File: config.mk
export PLATFORM = sky130hd
export DESIGN_NAME = fifo_frame_packer
export DESIGN_NICKNAME = d
export VERILOG_FILES = /design/src/rtl/fifo_frame_packer.sv
export SDC_FILE = /design/constraint.sdc
export NUM_CORES = 1
export LEC_CHECK = 0
export ABC_CLOCK_PERIOD_IN_PS = 4200
export CAP_MARGIN = 25
export CORE_UTILIZATION = 55
export DETAILED_ROUTE_END_ITERATION = 12
export PLACE_DENSITY = 0.87
export SLEW_MARGIN = 5
export SYNTH_ARGS = -nofsm -noshare
export SYNTH_HDL_FRONTEND = slang
export SYNTH_SLANG_ARGS = --single-unit
File: constraint.sdc
create_clock -name fifo_rd_clk -period 4.2 [get_ports fifo_rd_clk]
set_input_delay 0.84 -clock fifo_rd_clk [delete_from_list [all_inputs] [get_ports fifo_rd_clk]]
set_output_delay 0.84 -clock fifo_rd_clk [all_outputs]
set_load 0.05 [all_outputs]
File: src/rtl/fifo_frame_packer.sv
// Read-side FIFO drain that packs words into checksummed frames.
// Streams data + trailing checksum through a 2-entry skid buffer.
module fifo_frame_packer #(
    parameter int DATA_W    = 16,
    parameter int FRAME_LEN = 8,
    parameter int TIMEOUT   = 64
) (
    input  logic              fifo_rd_clk,
    input  logic              rst_n,
    output logic              fifo_rd_en,
    input  logic [DATA_W-1:0] fifo_rd_data,
    input  logic              r_fifo_empty,
    output logic              out_valid,
    input  logic              out_ready,
    output logic [DATA_W-1:0] out_data,
    output logic              out_sop,
    output logic              out_eop,
    output logic [15:0]       frame_cnt
);

    localparam logic [1:0] S_IDLE = 2'd0;
    localparam logic [1:0] S_DATA = 2'd1;
    localparam logic [1:0] S_CSUM = 2'd2;

    localparam logic [7:0]  LAST_RD  = 8'(FRAME_LEN);
    localparam logic [15:0] IDLE_MAX = 16'(TIMEOUT - 1);

    logic [1:0]        state;
    logic [7:0]        rd_cnt;
    logic [15:0]       idle_cnt;
    logic [DATA_W-1:0] csum;
    logic              infl;
    logic              first;

    logic [DATA_W-1:0] buf_data [2];
    logic [1:0]        buf_sop;
    logic [1:0]        buf_eop;
    logic              wr_ptr;
    logic              rd_ptr;
    logic [1:0]        occ;

    logic              pop;
    logic              cap;
    logic              csum_push;
    logic              push;
    logic [DATA_W-1:0] push_data;
    logic              push_sop;
    logic              push_eop;
    logic [2:0]        level;
    logic              idle_hit;

    assign out_valid = (occ != 2'd0);
    assign out_data  = out_valid ? buf_data[rd_ptr] : '0;
    assign out_sop   = out_valid && buf_sop[rd_ptr];
    assign out_eop   = out_valid && buf_eop[rd_ptr];

    assign pop   = out_valid && out_ready;
    assign level = {1'b0, occ} + {2'b0, infl};

    // A same-cycle pop frees a slot for the word this read will return.
    assign fifo_rd_en = (state == S_DATA) && !r_fifo_empty &&
                        (rd_cnt < LAST_RD) &&
                        (level < (3'd2 + {2'b0, pop}));

    assign cap       = infl;
    assign csum_push = (state == S_CSUM) && !infl &&
                       ((occ != 2'd2) || pop);
    assign push      = cap || csum_push;
    assign push_data = cap ? fifo_rd_data : csum;
    assign push_sop  = cap && first;
    assign push_eop  = csum_push;

    // A read in the same cycle means the link is not idle.
    assign idle_hit = (idle_cnt == IDLE_MAX) && !fifo_rd_en;

    always_ff @(posedge fifo_rd_clk or negedge rst_n) begin
        if (!rst_n) begin
            state    <= S_IDLE;
            rd_cnt   <= '0;
            idle_cnt <= '0;
            csum     <= '0;
            infl     <= 1'b0;
            first    <= 1'b0;
        end else begin
            infl <= fifo_rd_en;
            if (cap) begin
                csum  <= csum + fifo_rd_data;
                first <= 1'b0;
            end
            unique case (state)
                S_IDLE: begin
                    rd_cnt   <= '0;
                    idle_cnt <= '0;
                    csum     <= '0;
                    first    <= 1'b1;
                    if (!r_fifo_empty) state <= S_DATA;
                end
                S_DATA: begin
                    if (fifo_rd_en) begin
                        rd_cnt   <= rd_cnt + 8'd1;
                        idle_cnt <= '0;
                    end else if (idle_cnt != IDLE_MAX) begin
                        idle_cnt <= idle_cnt + 16'd1;
                    end
                    if (rd_cnt == LAST_RD)
                        state <= S_CSUM;
                    else if (idle_hit)
                        state <= (rd_cnt != 8'd0) ? S_CSUM : S_IDLE;
                end
                S_CSUM: begin
                    if (csum_push) state <= S_IDLE;
                end
                default: state <= S_IDLE;
            endcase
        end
    end

    always_ff @(posedge fifo_rd_clk or negedge rst_n) begin
        if (!rst_n) begin
            buf_data[0] <= '0;
            buf_data[1] <= '0;
            buf_sop     <= '0;
            buf_eop     <= '0;
            wr_ptr      <= 1'b0;
            rd_ptr      <= 1'b0;
            occ         <= '0;
            frame_cnt   <= '0;
        end else begin
            if (push) begin
                buf_data[wr_ptr] <= push_data;
                buf_sop[wr_ptr]  <= push_sop;
                buf_eop[wr_ptr]  <= push_eop;
                wr_ptr           <= ~wr_ptr;
            end
            if (pop) rd_ptr <= ~rd_ptr;
            occ <= occ + {1'b0, push} - {1'b0, pop};
            if (pop && out_eop) frame_cnt <= frame_cnt + 16'd1;
        end
    end

endmodule

==> impl_metrics.json, run 1 <==
{
  "maxCapViolations": 0,
  "clkSlewWorstSetupHoldPaths_ns": 0.10,
  "grt_max_degree": 79,
  "path_max_fanout": 12,
  "status": "complete, no violations",
  "internal_power_uw": 2550,
  "drc": 0,
  "initial_core_util": 0.564,
  "powerDensity_nw_per_um2": 758,
  "p_seq_frac": 0.311,
  "fmax_mhz": 288,
  "nFillCells": 758,
  "gp_congestion": 0.853,
  "die_area_sq_um": 10400,
  "synth_area_sq_um": 5490,
  "tns_ns": 0,
  "setup_violations": 0,
  "vias": 4381,
  "layout-drive-gt1-share": 0.0748,
  "cts-buffers-inserted": 9,
  "die_y_microns": 102,
  "multi_input_area_sq_um": 2810,
  "yosys.cell_count.top_type": "dfrtp_1",
  "io_buffers": 55,
  "hold_viol_final": 0,
  "ys_async_sr_fraction": 1.00,
  "syn_nets": 618,
  "synth_ff_type": "dfrtp_1",
  "placementRows": 36,
  "fin_crit_ns": 3.48,
  "endpoint_kind": "output port",
  "start_kind": "flip-flop",
  "num_io_pins": 56,
  "grt_pass1_vias": 4176,
  "comb_power_share": 0.558,
  "clock_latency_ns": 0.39,
  "tightest_slew_ns": 0.909,
  "fp.dieW_microns": 102,
  "maxSlewViolCount": 0,
  "synth_cells": 574,
  "clkPwrFrac": 0.132,
  "nets": 667,
  "n_antenna_cell": 0,
  "post-route-period-util": 0.828,
  "swShare": 0.471,
  "synthTopCellsByCount": "dfrtp_1 (100), nor2_1 (66), a21oi_1 (50), nand2_1 (47), o21ai_0 (46)",
  "avgViaCountPerCell": 5.76,
  "dpl.hpwl_microns": 8450,
  "dr.pass1.iters": 6,
  "grt_pass1_wl_microns": 19800,
  "postCtsHoldBufs": 0,
  "cts_tree": "yes",
  "holdCritPathClass": "in -> async",
  "cp.required_ns": 3.36,
  "core-area_sq_um": 9730,
  "yosysTopAreaCellShare": 0.456,
  "area_growth_pct": 16.0,
  "antenna_found_initial": 0,
  "cts_setup_buffers": 0,
  "peakVddDrop_mv": 0.493,
  "cts_sinks": 100,
  "grt_use_total": 0.248,
  "syn_avg_cell_area_sq_um": 9.56,
  "arrival_ns": 2.64,
  "antenna_left": 0,
  "cts_max_level": 3,
  "finClkSkew_ns": 0.0178,
  "place_ws_ns": 0.985,
  "worstSetupPathType": "reg -> out",
  "ys_top_cells_by_area": "dfrtp_1 (46%), mux2i_1 (6.6%), ha_1 (5.2%), a21oi_1 (4.6%), nor2_1 (4.5%)",
  "yosys.area.top_type": "dfrtp_1",
  "rsz0062_at_grt": "false",
  "cts_buffer_depth": 2,
  "root_buffer": "clkbuf_8",
  "fin_ws_ns": 0.722,
  "synth_seq_cells": 100,
  "cts-resized-gates": 0,
  "yosysWarningCount": 0,
  "regArea_sq_um": 2500,
  "relSlewSlack": 0.392,
  "drt_iter0_drc": 196,
  "ys_types": 68,
  "routedWlPerCell_microns": 15.6,
  "ys_seq_area_frac": 0.456,
  "power.leakage_uw": 0.00288,
  "p_switching_uw": 2270,
  "grt-ovfl-total": 0,
  "wl_microns": 11900,
  "synth_edf_count": 0
}
## worst paths after layout
kind / start / to / slack (ns) / cells after the start
max: occ[1] / out_data[2] / 0.72 / 4
max reg2reg: occ[0] / idle_cnt[14] / 1.70 / 7
max in group asynchronous: rst_n / buf_data[1] / 3.31 / 2
min in group fifo_rd_clk: frame_cnt[15] / frame_cnt[15] / 0.48 / 1
min reg2reg: frame_cnt[15] / frame_cnt[15] / 0.48 / 1
min: rst_n / rd_ptr / 0.31 / 1
## stage by stage
step	utilization	area (sq um)	total power, uW	hold slack (ns)	std cells
2_1_floorplan	-	5490	3460	0.450	574
3_3_place_gp	0.630	6130	4060	0.455	743
3_5_place_dp	0.631	6140	4180	0.466	744
4_1_cts	0.652	6340	4830	0.480	760
5_1_grt	0.654	6370	5150	0.302	761
6_report	0.654	6370	4830	0.306	761
## power by group through the flow
stage               clock, uW  sequential, uW  combinational [uW]
floorplan                   0            1500                1960
global placement            0            1490                2570
detailed placement          0            1510                2670
CTS                       648            1490                2690
global route              684            1540                2930
finish                    636            1500                2690
## metal layers
metal | share of wire | vias to the layer above | wire (microns) | GRT usage
met5 | 0 | - | 0 | 0
met4 | 0.019 | 0 | 229 | 0.101
met3 | 0.054 | 20 | 637 | 0.0492
met2 | 0.50 | 124 | 5890 | 0.422
met1 | 0.43 | 2118 | 5100 | 0.311
li1 | - | 2119 | - | -
## kinds of logic after synthesis
logic type                 count (synthesis)  share of synthesized area
muxes                                     39                     0.0718
AOI/OAI and AO/OA                        143                      0.164
xor gates and xnor gates                  26                     0.0415
adders and majority gates                 24                     0.0561
DFF                                      100                      0.456
buffers and inverters                     41                     0.0326
and+or+nand+nor                          201                      0.178
## area by class of cell
class                           count  area share
Clock buffer                       11      0.0222
Clock inverter                      5     0.00943
Inverter                           16     0.00943
Multi-Input combinational cell    433       0.442
Sequential cell                   100       0.393
Tap cell                          133      0.0261
Timing Repair Buffer               63      0.0983
## layout by cell type, fill, tap and decap left out, drive strengths merged, types with 3 or more instances in the layout
| cell | synthesis | routed |
|---|---|---|
| xnor2 | 16 | 16 |
| nand2b | 4 | 4 |
| inv | 15 | 16 |
| nor2 | 69 | 69 |
| nor2b | 6 | 6 |
| a211oi | 3 | 3 |
| buf | 13 | 10 |
| nor4 | 3 | 3 |
| xor2 | 10 | 10 |
| dfrtp | 100 | 100 |
| a31o | 3 | 3 |
| nand2 | 47 | 47 |
| a41oi | 3 | 3 |
| clkdlybuf4s50 | 0 | 53 |
| clkinv | 1 | 3 |
| nor3 | 11 | 11 |
| a21oi | 51 | 51 |
| and3 | 10 | 10 |
| a22o | 3 | 3 |
| a21boi | 4 | 4 |
| o21bai | 3 | 3 |
| o21ai | 49 | 49 |
| nand3 | 24 | 24 |
| nand4 | 6 | 6 |
| a21o | 5 | 5 |
| mux2 | 3 | 3 |
| clkbuf | 12 | 11 |
| mux2i | 36 | 36 |
| and2 | 9 | 9 |
| ha | 23 | 23 |
| a31oi | 3 | 3 |
## critical path, stage by stage (launching register included)
cell and delay [ns]:
dfrtp_1 0.46, nor2_1 0.73, buf_4 0.29, nor2_1 0.06
clkdlybuf4s50_1 0.70
## sequential cells by signal, indices dropped and copies added (netlist names)
signal and count:
buf_data 32, csum 16, frame_cnt 16, idle_cnt 16
rd_cnt 8, buf_eop 2, buf_sop 2, occ 2
state 2, cap 1, first 1, rd_ptr 1
wr_ptr 1
No activity file was read; power rests on OpenSTA's default activity.
==> inputs of run 2 (changes only) <==
--- a/config.mk
+++ b/config.mk
@@ -5,7 +5,7 @@
 export SDC_FILE = /design/constraint.sdc
 export NUM_CORES = 1
 export LEC_CHECK = 0
-export ABC_CLOCK_PERIOD_IN_PS = 4200
+export ABC_CLOCK_PERIOD_IN_PS = 3500
 export CAP_MARGIN = 25
 export CORE_UTILIZATION = 55
 export DETAILED_ROUTE_END_ITERATION = 12
==> constraint.sdc (replaced) <==
create_clock -name fifo_rd_clk -period 3.5 [get_ports fifo_rd_clk]
set_input_delay 0.7 -clock fifo_rd_clk [delete_from_list [all_inputs] [get_ports fifo_rd_clk]]
set_output_delay 0.7 -clock fifo_rd_clk [all_outputs]
set_load 0.05 [all_outputs]
==> impl_metrics.json, run 2 (same netlist as run 1, synthesis figures left out) <==
{
  "dpl.hpwl_microns": 8700,
  "holdCritPathClass": "in -> async",
  "dr.pass1.iters": 5,
  "max_stage_delay_ns": 0.82,
  "grt-ovfl-total": 0,
  "instances_no_fill": 763,
  "clock_latency_ns": 0.36,
  "clkSlewWorstSetupHoldPaths_ns": 0.11,
  "internal_power_uw": 3020,
  "grt_use_total": 0.241,
  "die_area_sq_um": 10400,
  "worstSetupPathType": "reg -> out",
  "nFillCells": 747,
  "cts-resized-gates": 0,
  "swShare": 0.478,
  "antenna_left": 0,
  "num_io_pins": 56,
  "cts_tree": "yes",
  "initial_core_util": 0.564,
  "drt_iter0_drc": 234,
  "grt_pass1_wl_microns": 19500,
  "worst-r2r-setup-slack_ns": 1.04,
  "fmax_mhz": 312,
  "regMostFlops": "buf_data",
  "cts-buffers-inserted": 9,
  "startpoint": "rd_ptr",
  "nets": 669,
  "drc": 0,
  "clkPwrFrac": 0.120,
  "wl_microns": 12200,
  "tns_ns": 0,
  "fin_ws_ns": 0.298,
  "grt_max_degree": 78,
  "p_switching_uw": 2770,
  "regArea_sq_um": 2500,
  "area_growth_pct": 16.4,
  "final_cell_mix": "dfrtp_1 (100), nor2_1 (66), clkdlybuf4s50_1 (53)",
  "hold_viol_final": 0,
  "endpoint_kind": "output port",
  "comb_power_share": 0.563,
  "crit_slowest_cell": "clkdlybuf4s50_1",
  "powerDensity_nw_per_um2": 907,
  "postCtsHoldBufs": 0,
  "die_y_microns": 102,
  "maxCapViolations": 0,
  "place_ws_ns": 0.451,
  "peakVddDrop_mv": 0.543,
  "n_antenna_cell": 0,
  "cp.required_ns": 2.80,
  "rsz0062_at_grt": "false",
  "cts_setup_buffers": 0,
  "mostFrequentLayoutCell": "dfrtp_1",
  "worstPathCellList": "buf_4 -> mux2i_1 -> nor2_1 -> clkdlybuf4s50_1",
  "holdWs_ns": 0.202,
  "maxSlewViolCount": 0,
  "io_buffers": 55,
  "grt_pass1_vias": 4173,
  "core-area_sq_um": 9730,
  "multi_input_area_sq_um": 2810,
  "cts_max_level": 3,
  "setup_violations": 0,
  "root_buffer": "clkbuf_8",
  "placementRows": 36,
  "power.leakage_uw": 0.00288,
  "post-place-cells": 745,
  "tightest_slew_ns": 0.603,
  "vias": 4488,
  "path_max_fanout": 11,
  "antenna_found_initial": 0,
  "reg2reg_to": "idle_cnt[2]",
  "arrival_ns": 2.50,
  "relSlewSlack": 0.598,
  "start_kind": "flip-flop",
  "largest_reg_flops": 32,
  "gp_congestion": 0.920,
  "post-route-period-util": 0.915,
  "routedWlPerCell_microns": 16.0,
  "cts_buffer_depth": 2,
  "rr_startpoint": "occ[0]",
  "layout-drive-gt1-share": 0.0778,
  "avgViaCountPerCell": 5.88,
  "finClkSkew_ns": 0.0222,
  "path_delay_family": "buffers and inverters",
  "fp.dieW_microns": 102,
  "cts_sinks": 100,
  "p_seq_frac": 0.317,
  "fin_crit_ns": 3.20,
  "status": "complete, no violations",
  "critPathBufInv": 2,
  "r2r_cells": 8
}
==> run 2: cell count changes in the layout (fill, tap and decap cells not counted) <==
cell,previous run,this run
buf_12,0,1
inv_6,1,0
inv_8,0,2
buf_8,0,1
clkbuf_8,10,9
clkinv_4,1,3
buf_6,0,1
buf_4,9,8
bufinv_16,1,0
clkinv_2,1,0
==> run 2: worst max path at each step <==
stage / to / slack [ns] / cells past startpoint
after floorplan: out_data[10] / 1.05 / 4
after global placement: csum[12] / 0.55 / 10
after detailed placement: csum[12] / 0.45 / 10
after CTS: out_data[9] / 0.28 / 4
after global routing: out_data[9] / 0.22 / 4
final: out_data[9] / 0.30 / 4
==> run 2: layout make-up <==
cell class                      count  share of cell area
Clock inverter                      6             0.00881
Timing Repair Buffer               65               0.104
Inverter                           16             0.00940
Tap cell                          133              0.0260
Clock buffer                       10              0.0200
Sequential cell                   100               0.392
Multi-Input combinational cell    433               0.440
==> run 2: worst register-to-register path, stage by stage, from the launching register on <==
cell and delay (ns):
dfrtp_1 0.45, ha_1 0.23, ha_1 0.26, o21ai_1 0.10
a31o_1 0.35, nor2_2 0.50, buf_4 0.25, nand2_1 0.06
o21ai_0 0.17
==> run 2: metrics by stage <==
step	cell area [sq um]	total power, uW	util
finish	6390	5800	0.657
global route	6390	6160	0.657
CTS	6350	5780	0.652
detailed placement	6160	5070	0.633
global placement	6150	4920	0.632
floorplan	5490	4150	-
==> run 2: power by group through the flow <==
| stage | clock [uW] | sequential, uW | combinational (uW) |
|---|---|---|---|
| 2_1_floorplan | 0 | 1800 | 2350 |
| 3_3_place_gp | 0 | 1820 | 3100 |
| 3_5_place_dp | 0 | 1850 | 3220 |
| 4_1_cts | 711 | 1830 | 3240 |
| 5_1_grt | 752 | 1880 | 3530 |
| 6_report | 698 | 1840 | 3260 |
==> run 2: per-layer routing <==
| metal | vias up | track usage | wire, microns |
|---|---|---|---|
| li1 | 2123 | - | - |
| met1 | 2194 | 0.335 | 5460 |
| met2 | 150 | 0.388 | 5870 |
| met3 | 21 | 0.0321 | 638 |
| met4 | 0 | 0.0923 | 219 |
| met5 | - | 0 | 0 |
==> inputs of run 3 (changes only) <==
--- a/config.mk
+++ b/config.mk
@@ -7,7 +7,9 @@
 export LEC_CHECK = 0
 export ABC_CLOCK_PERIOD_IN_PS = 3500
 export CAP_MARGIN = 25
+export CORE_ASPECT_RATIO = 2
 export CORE_UTILIZATION = 55
+export CTS_BUF_LIST = sky130_fd_sc_hd__clkbuf_4 sky130_fd_sc_hd__clkbuf_8
 export DETAILED_ROUTE_END_ITERATION = 12
 export PLACE_DENSITY = 0.87
 export SLEW_MARGIN = 5
==> impl_metrics.json, run 3 (same netlist as run 1, synthesis figures left out) <==
{
  "io_buffers": 55,
  "vias": 4465,
  "final_util": 0.659,
  "tns_ns": 0,
  "clock_latency_ns": 0.37,
  "area_growth_pct": 16.4,
  "start_kind": "input pin",
  "powerDensity_nw_per_um2": 917,
  "antenna_found_initial": 0,
  "antenna_left": 0,
  "startpoint": "out_ready",
  "mostFrequentLayoutCell": "dfrtp_1",
  "cts_max_level": 3,
  "status": "complete, no violations",
  "wl_microns": 12400,
  "final_cell_mix": "dfrtp_1 (100), nor2_1 (66), clkdlybuf4s50_1 (53)",
  "grt_use_total": 0.258,
  "post-route-period-util": 0.838,
  "tightest_slew_ns": 0.661,
  "grt_max_degree": 53,
  "largest_reg_flops": 32,
  "setup_violations": 0,
  "crit_slowest_cell": "clkdlybuf4s50_1",
  "worstPathCellList": "clkdlybuf4s50_1 -> o21ai_2 -> o21ai_1 -> nand4_2 -> inv_1 -> buf_12",
  "power.leakage_uw": 0.00289,
  "fin_crit_ns": 2.93,
  "die_area_sq_um": 10400,
  "fp.dieW_microns": 72.6,
  "postCtsHoldBufs": 0,
  "n_antenna_cell": 0,
  "grt_pass1_vias": 4479,
  "avgViaCountPerCell": 5.87,
  "drc": 0,
  "post-place-cells": 745,
  "cts-buffers-inserted": 9,
  "gp_congestion": 0.979,
  "peakVddDrop_mv": 0.367,
  "layout-drive-gt1-share": 0.0779,
  "dr.pass1.iters": 6,
  "hold_viol_final": 0,
  "cts_sinks": 100,
  "cts_setup_buffers": 0,
  "clkSlewWorstSetupHoldPaths_ns": 0.09,
  "core-area_sq_um": 9700,
  "grt_pass1_wl_microns": 20900,
  "drt_iter0_drc": 477,
  "rr_startpoint": "csum[3]",
  "max_stage_delay_ns": 0.52,
  "root_buffer": "clkbuf_8",
  "die_y_microns": 143,
  "cts_buffer_depth": 2,
  "critPathBufInv": 3,
  "instances_no_fill": 761,
  "grt-ovfl-total": 0,
  "fmax_mhz": 341,
  "holdCritPathClass": "in -> async",
  "num_io_pins": 56,
  "maxSlewViolCount": 0,
  "cts-resized-gates": 0,
  "regMostFlops": "buf_data",
  "routedWlPerCell_microns": 16.3,
  "path_delay_family": "buffers and inverters",
  "cp.required_ns": 2.80,
  "finClkSkew_ns": 0.0124,
  "worstSetupPathType": "in -> out",
  "p_total_uw": 5860,
  "dpl.hpwl_microns": 8970,
  "arrival_ns": 2.23,
  "nets": 668,
  "rsz0062_at_grt": "false",
  "endpoint_kind": "output port",
  "relSlewSlack": 0.560,
  "path_max_fanout": 6,
  "initial_core_util": 0.566,
  "placementRows": 51,
  "cts_tree": "yes",
  "holdWs_ns": 0.361,
  "maxCapViolations": 0
}
## run 3: area by class of cell
class,instances,area [sq um]
flip-flops and latches,100,2500
clock buffers,13,173
inverters,16,60.1
fillers,768,3310
clock inverters,3,43.8
well taps,132,165
repair buffers,64,633
multi-input cells,433,2810
## run 3: path summary, 6_finish.rpt
kind	to	slack (ns)	cells past startpoint
min in group fifo_rd_clk	frame_cnt[15]	0.48	1
setup / recovery	fifo_rd_en	0.57	6
max in group asynchronous	frame_cnt[2]	2.34	2
hold / removal	buf_data[31]	0.36	1
hold reg to reg	frame_cnt[15]	0.48	1
setup reg to reg	csum[13]	1.09	7
## run 3: report_power, final
group | internal (uW) | total, uW | switching, uW
Clock | 398 | 783 | 385
Combinational | 1220 | 3270 | 2060
Sequential | 1520 | 1800 | 280
Total | 3140 | 5860 | 2720
## run 3: per-layer routing
| layer | vias up | part of all wire | track usage |
|---|---|---|---|
| met1 | 2181 | 0.40 | 0.307 |
| met5 | - | 0 | 0 |
| met3 | 26 | 0.037 | 0.0445 |
| met4 | 0 | 0.027 | 0.109 |
| met2 | 134 | 0.53 | 0.451 |
| li1 | 2124 | - | - |
## run 3: stage by stage
step                      cell area [sq um]  setup WS, ns
after global placement                 6150         0.476
final                                  6390         0.568
after floorplan                        5490          1.05
after global routing                   6390         0.435
after CTS                              6390         0.559
after detailed placement               6170         0.395
## run 3: worst register-to-register path: stages, from the launching register on
cell and delay (ns):
dfrtp_1 0.41, ha_1 0.33, and2_1 0.20, a221oi_1 0.44, a21oi_1 0.18, o21ai_0 0.43, a31o_2 0.24, o21ai_0 0.07
